===== config.mk =====
export PLATFORM = sky130hd
export DESIGN_NAME = vector_pack_unit
export DESIGN_NICKNAME = d
export VERILOG_FILES = /design/src/rtl/vector_pack_pkg.sv /design/src/rtl/vector_pack_unit.sv
export SDC_FILE = /design/constraint.sdc
export NUM_CORES = 1
export LEC_CHECK = 0
export CORE_MARGIN = 3
export CORE_UTILIZATION = 50
export DETAILED_ROUTE_END_ITERATION = 6
export PLACE_DENSITY = 0.85
export SLEW_MARGIN = 25
export SYNTH_ARGS = -nofsm -noshare
export SYNTH_HDL_FRONTEND = slang
export SYNTH_SLANG_ARGS = --single-unit

===== constraint.sdc =====
create_clock -name clk -period 2.84 [get_ports clk]
set_clock_uncertainty 0.2 [all_clocks]
set_input_delay 0.568 -clock clk [delete_from_list [all_inputs] [get_ports clk]]
set_output_delay 0.568 -clock clk [all_outputs]
set_load 0.01 [all_outputs]

===== src/rtl/vector_pack_pkg.sv =====
// Shared constants and state type for the vector pack unit.
// Mode encodings for conf_byte and the pack FSM state encoding.
package vector_pack_pkg;

  localparam logic [7:0] CONF_PASS = 8'd0;
  localparam logic [7:0] CONF_PACK = 8'd1;

  typedef enum logic {ST_IDLE, ST_FILL} pack_state_t;

endpackage


===== src/rtl/vector_pack_unit.sv =====
// Packs lane-0 scalars of successive vectors into N-lane vectors, or passes vectors through.
// Optional feature: define VECTOR_PACK_COUNT_EN to add count_out (real lanes per output vector).
module vector_pack_unit
  import vector_pack_pkg::*;
#(
  parameter int N          = 8,
  parameter int DATA_WIDTH = 32
) (
  input  logic                           clk,
  input  logic                           reset,
  input  logic                           cfg_valid,
  input  logic [7:0]                     cfg_byte,
  input  logic                           valid_in,
  input  logic                           eof_in,
  input  logic [N-1:0][DATA_WIDTH-1:0]   vector_in,
  output logic                           valid_out,
  output logic                           eof_out,
  output logic [N-1:0][DATA_WIDTH-1:0]   vector_out,
`ifdef VECTOR_PACK_COUNT_EN
  output logic [$clog2(N):0]             count_out,
`endif
  output pack_state_t                    dbg_state
);

  localparam int CNT_W = $clog2(N);

  // Handshake: no backpressure. valid_in is consumed on every cycle it is high;
  // valid_out is a one-cycle pulse that downstream must accept unconditionally.

  logic [7:0]                   conf_byte;
  logic [CNT_W-1:0]             cnt;
  pack_state_t                  state, state_next;
  logic [N-1:0][DATA_WIDTH-1:0] pack_buf;
  logic [N-1:0][DATA_WIDTH-1:0] emit_vec;
  logic [N-1:0]                 lane_sel;
  logic                         pack_mode, last;
  logic                         do_store, do_emit, do_flush, do_eof_only;

  always_comb begin
    pack_mode   = (conf_byte == CONF_PACK);
    last        = (cnt == CNT_W'(N-1)) | eof_in;
    do_store    = pack_mode & valid_in & ~last;
    do_emit     = pack_mode & valid_in & last;
    do_flush    = pack_mode & ~valid_in & eof_in & (state == ST_FILL);
    do_eof_only = pack_mode & ~valid_in & eof_in & (state == ST_IDLE);

    state_next = state;
    if (do_store)
      state_next = ST_FILL;
    else if (do_emit | do_flush)
      state_next = ST_IDLE;

    // Lanes at and above cnt are already zero in pack_buf, so OR-ing in the
    // incoming scalar builds the zero-padded output directly.
    lane_sel = '0;
    emit_vec = '0;
    for (int i = 0; i < N; i++) begin
      lane_sel[i] = (cnt == CNT_W'(i));
      emit_vec[i] = pack_buf[i] | ((valid_in & lane_sel[i]) ? vector_in[0] : '0);
    end
  end

  always_ff @(posedge clk) begin
    if (reset) begin
      conf_byte  <= CONF_PACK;
      cnt        <= '0;
      state      <= ST_IDLE;
      pack_buf   <= '0;
      valid_out  <= 1'b0;
      eof_out    <= 1'b0;
      vector_out <= '0;
    end else begin
      state     <= state_next;
      valid_out <= 1'b0;
      eof_out   <= 1'b0;
      // Mode changes only between vectors so a partial pack is never split.
      if (cfg_valid && cnt == '0 && !valid_in)
        conf_byte <= cfg_byte;
      if (!pack_mode) begin
        vector_out <= vector_in;
        valid_out  <= valid_in;
        eof_out    <= eof_in;
      end else if (do_store) begin
        for (int i = 0; i < N; i++)
          if (lane_sel[i]) pack_buf[i] <= vector_in[0];
        cnt <= cnt + CNT_W'(1);
      end else if (do_emit | do_flush) begin
        vector_out <= emit_vec;
        valid_out  <= 1'b1;
        eof_out    <= eof_in;
        cnt        <= '0;
        pack_buf   <= '0;
      end else if (do_eof_only) begin
        eof_out <= 1'b1;
      end
    end
  end

`ifdef VECTOR_PACK_COUNT_EN
  always_ff @(posedge clk) begin
    if (reset)
      count_out <= '0;
    else if (!pack_mode)
      count_out <= (CNT_W+1)'(N);
    else if (do_emit)
      count_out <= {1'b0, cnt} + (CNT_W+1)'(1);
    else if (do_flush)
      count_out <= {1'b0, cnt};
    else if (do_eof_only)
      count_out <= '0;
  end
`endif

  assign dbg_state = state;

endmodule

==> results.json <==
{
  "cpPeakStageDelay_ns": 0.62,
  "cts_hold_buffers": 0,
  "worst_path_max_delay_cell": "sky130_fd_sc_hd__nor4_4",
  "fillCellCount": 3168,
  "clock-sinks": 526,
  "critical_path.endpoint_type": "flip-flop",
  "finalHoldWorstSlack_ns": 0.0678,
  "clk_root_buffer_cell": "sky130_fd_sc_hd__clkbuf_16",
  "routed_via_density": 6.42,
  "grt_start_max_net_pins": 154,
  "syn_area_um2": 22100,
  "die_y_um": 216,
  "grt_overflow_total": 0,
  "relSlewSlack_pct": 30.7,
  "number_of_unique_standard_cell_types_used_by_synthesis": 44,
  "io_pins": 528,
  "grt_antenna_before_repair": 2,
  "drt_pass1_iterations": 7,
  "delay_heaviest_family_cp": "simple AND/OR/NAND/NOR gates",
  "final-setup-viol-count": 0,
  "floorplan.core_area_um2": 43400,
  "fmax_ghz": 0.380,
  "design_area_um2": 30000,
  "detail_route.iter0.violations": 2569,
  "start_util_pct": 51.1,
  "route.vias.total": 22000,
  "cp_num_buf_inv": 2,
  "cts_htree_levels": 2,
  "grt_pass1_wl_um": 127000,
  "timing.critical_path.fanout_max": 56,
  "yosysSeqAreaShare_pct": 47.6,
  "post_synth_inst_count": 2409,
  "timing_hold_violations_final": 0,
  "grt_usage_pct": 34.3,
  "detailed_place.area_um2": 28000,
  "cap_violations": 0,
  "critical_path_start_type": "flip-flop",
  "worst_path_arrival_ns": 2.95,
  "final-instance-count-excl-fill": 3427,
  "cp_cell_sequence": "nor4_4 > and2_4 > buf_12 > buf_4 > o211ai_1 > a21oi_1",
  "avgRoutedWirePerCell_um": 24.6,
  "synth.yosys.warnings": 0,
  "hold_class": "in -> reg",
  "finish.net_count": 3070,
  "worst_pin_slew_ns": 1.04,
  "fp-row-count": 76,
  "tritoncts": "built",
  "min_period_ns": 2.63,
  "first_global_vias": 21600,
  "vdd.ir_drop.worst_mv": 0.511,
  "final_max_slew_viol_count": 0,
  "synth-edff-count": 0,
  "power-per-cell-area_nw_per_um2": 689,
  "timing.final.crit_share_pct": 92.6,
  "dp_cells": 3325,
  "post_route_setup_tns_ns": 0,
  "ctsLongestPathBuffers": 3,
  "clock_insertion_delay_worst_skew_ns": 0.60,
  "leakagePower_nw": 10.9,
  "grt_setup_unrepaired": "no",
  "die_width_um": 216,
  "cts_setup_buffers": 0,
  "postRouteAntennaNets": 0,
  "critPathKind": "reg -> reg",
  "cts-buffers-inserted": 53,
  "worst-r2r-setup-slack_ns": 0.21,
  "routed_wl_um": 84400,
  "synth_async_sr_flop_share_pct": 0,
  "synth_seq_cells": 526,
  "globalplace.congestion": 0.879,
  "drcViolationCount": 0,
  "ctsResizeCount": 0,
  "outcome": "finished clean",
  "dp_hpwl_um": 55800,
  "syn_area_per_cell_um2": 9.19,
  "clkSlewWorstSetupHoldPaths_ns": 0.06,
  "die-area_um2": 46800,
  "commonest_register_cell_after_synthesis": "sky130_fd_sc_hd__dfxtp_1",
  "synth_fp_nets": 2684,
  "area_grow_syn2layout_pct": 35.4,
  "data_required_time_at_the_worst_endpoint_ns": 3.16,
  "numPortBuffers": 527,
  "layout-drive-gt1-share_pct": 7.57
}
## worst register-to-register path: cells and delay by family (launching register included)
family | cells | cell delay, ns
compound gates | 2 | 0.29
buf+inv | 2 | 0.66
flops | 1 | 0.33
simple gates | 2 | 1.06
## through the flow
stage / worst slack [ns] / util [%] / total power [mW]
finish: 0.210 / 69.1 / 20.6
global route: 0.0612 / 69.1 / 21.3
CTS: 0.209 / 69.1 / 20.6
detailed placement: -0.0332 / 64.7 / 13.0
global placement: 0.0257 / 64.7 / 12.9
floorplan: 0.522 / - / 10.7
## path summary, 6_finish.rpt
check,startpoint,depth (start not counted),endpoint
min reg2reg,pack_buf[26],2,pack_buf[26]
max reg2reg,conf_byte[3],6,vector_out[139]
min,reset,2,vector_out[244]
max,conf_byte[3],6,vector_out[139]
## cells in the mapped netlist, types with 35 or more instances
cell type,count,area share (%)
sky130_fd_sc_hd__a21oi_1,230,5.2
sky130_fd_sc_hd__a221o_1,160,7.2
sky130_fd_sc_hd__a22o_1,64,2.5
sky130_fd_sc_hd__a31oi_1,64,1.8
sky130_fd_sc_hd__and2_1,35,0.99
sky130_fd_sc_hd__buf_2,45,1.0
sky130_fd_sc_hd__buf_4,42,1.4
sky130_fd_sc_hd__clkbuf_1,188,3.2
sky130_fd_sc_hd__dfxtp_1,526,48
sky130_fd_sc_hd__mux2i_1,136,6.1
sky130_fd_sc_hd__nand2_1,419,7.1
sky130_fd_sc_hd__nor2_1,42,0.71
sky130_fd_sc_hd__o211ai_1,225,7.6
sky130_fd_sc_hd__o21ai_0,101,2.3
## report_power, final
part / switching [mW] / internal [mW] / total [mW]
clock: 3.03 / 4.69 / 7.72
combinational: 2.49 / 2.16 / 4.66
sequential: 0.346 / 7.93 / 8.27
total: 5.87 / 14.8 / 20.6
## registers in the layout, summed over array words and instances (netlist names)
name and cells:
cnt 3, conf_byte 8, dbg_state 1, eof_out 1, pack_buf 256, valid_out 1, vector_out 256
## area by class of cell
type,count,area [µm²],share of cell area (%)
Clock inverter,27,395,1.32
Tap cell,585,732,2.44
Inverter,4,20.0,0.0668
Clock buffer,73,1530,5.12
Sequential cell,526,10500,35.1
Antenna cell,2,5.00,0.0167
Multi-Input combinational cell,1586,10300,34.4
Timing Repair Buffer,624,6430,21.5
## layout by cell type (no fill, tap or decap), types with 33 or more instances in the layout
cell,instances
sky130_fd_sc_hd__a21oi_1,228
sky130_fd_sc_hd__dfxtp_1,526
sky130_fd_sc_hd__o21ai_0,101
sky130_fd_sc_hd__a31oi_1,64
sky130_fd_sc_hd__nor2_1,42
sky130_fd_sc_hd__nand2_1,418
sky130_fd_sc_hd__a221o_1,160
sky130_fd_sc_hd__buf_12,34
sky130_fd_sc_hd__and2_1,33
sky130_fd_sc_hd__buf_4,63
sky130_fd_sc_hd__mux2i_1,136
sky130_fd_sc_hd__clkdlybuf4s50_1,525
sky130_fd_sc_hd__a22o_1,64
sky130_fd_sc_hd__clkbuf_16,55
sky130_fd_sc_hd__o211ai_1,225
## per-layer routing
layer / global-route usage, % / part of all wire [%] / vias up
met4: 16.7 / 5.1 / 0
met5: 0 / 0 / -
met3: 7.04 / 9.8 / 262
met1: 42.4 / 38 / 10600
met2: 57.2 / 47 / 1434
li1: - / - / 9674
## cells by family (layout without fill, tap and decap cells)
| family | Yosys count | in the layout | share of synthesized area (%) |
|---|---|---|---|
| buf+inv | 297 | 728 | 6.21 |
| mux | 136 | 136 | 6.15 |
| other cells | 0 | 2 | 0 |
| flops | 526 | 526 | 47.6 |
| compound gates | 921 | 921 | 29.9 |
| fa+ha+maj | 6 | 6 | 0.339 |
| simple gates | 523 | 523 | 9.84 |
Power figures use the tool's default switching activity.
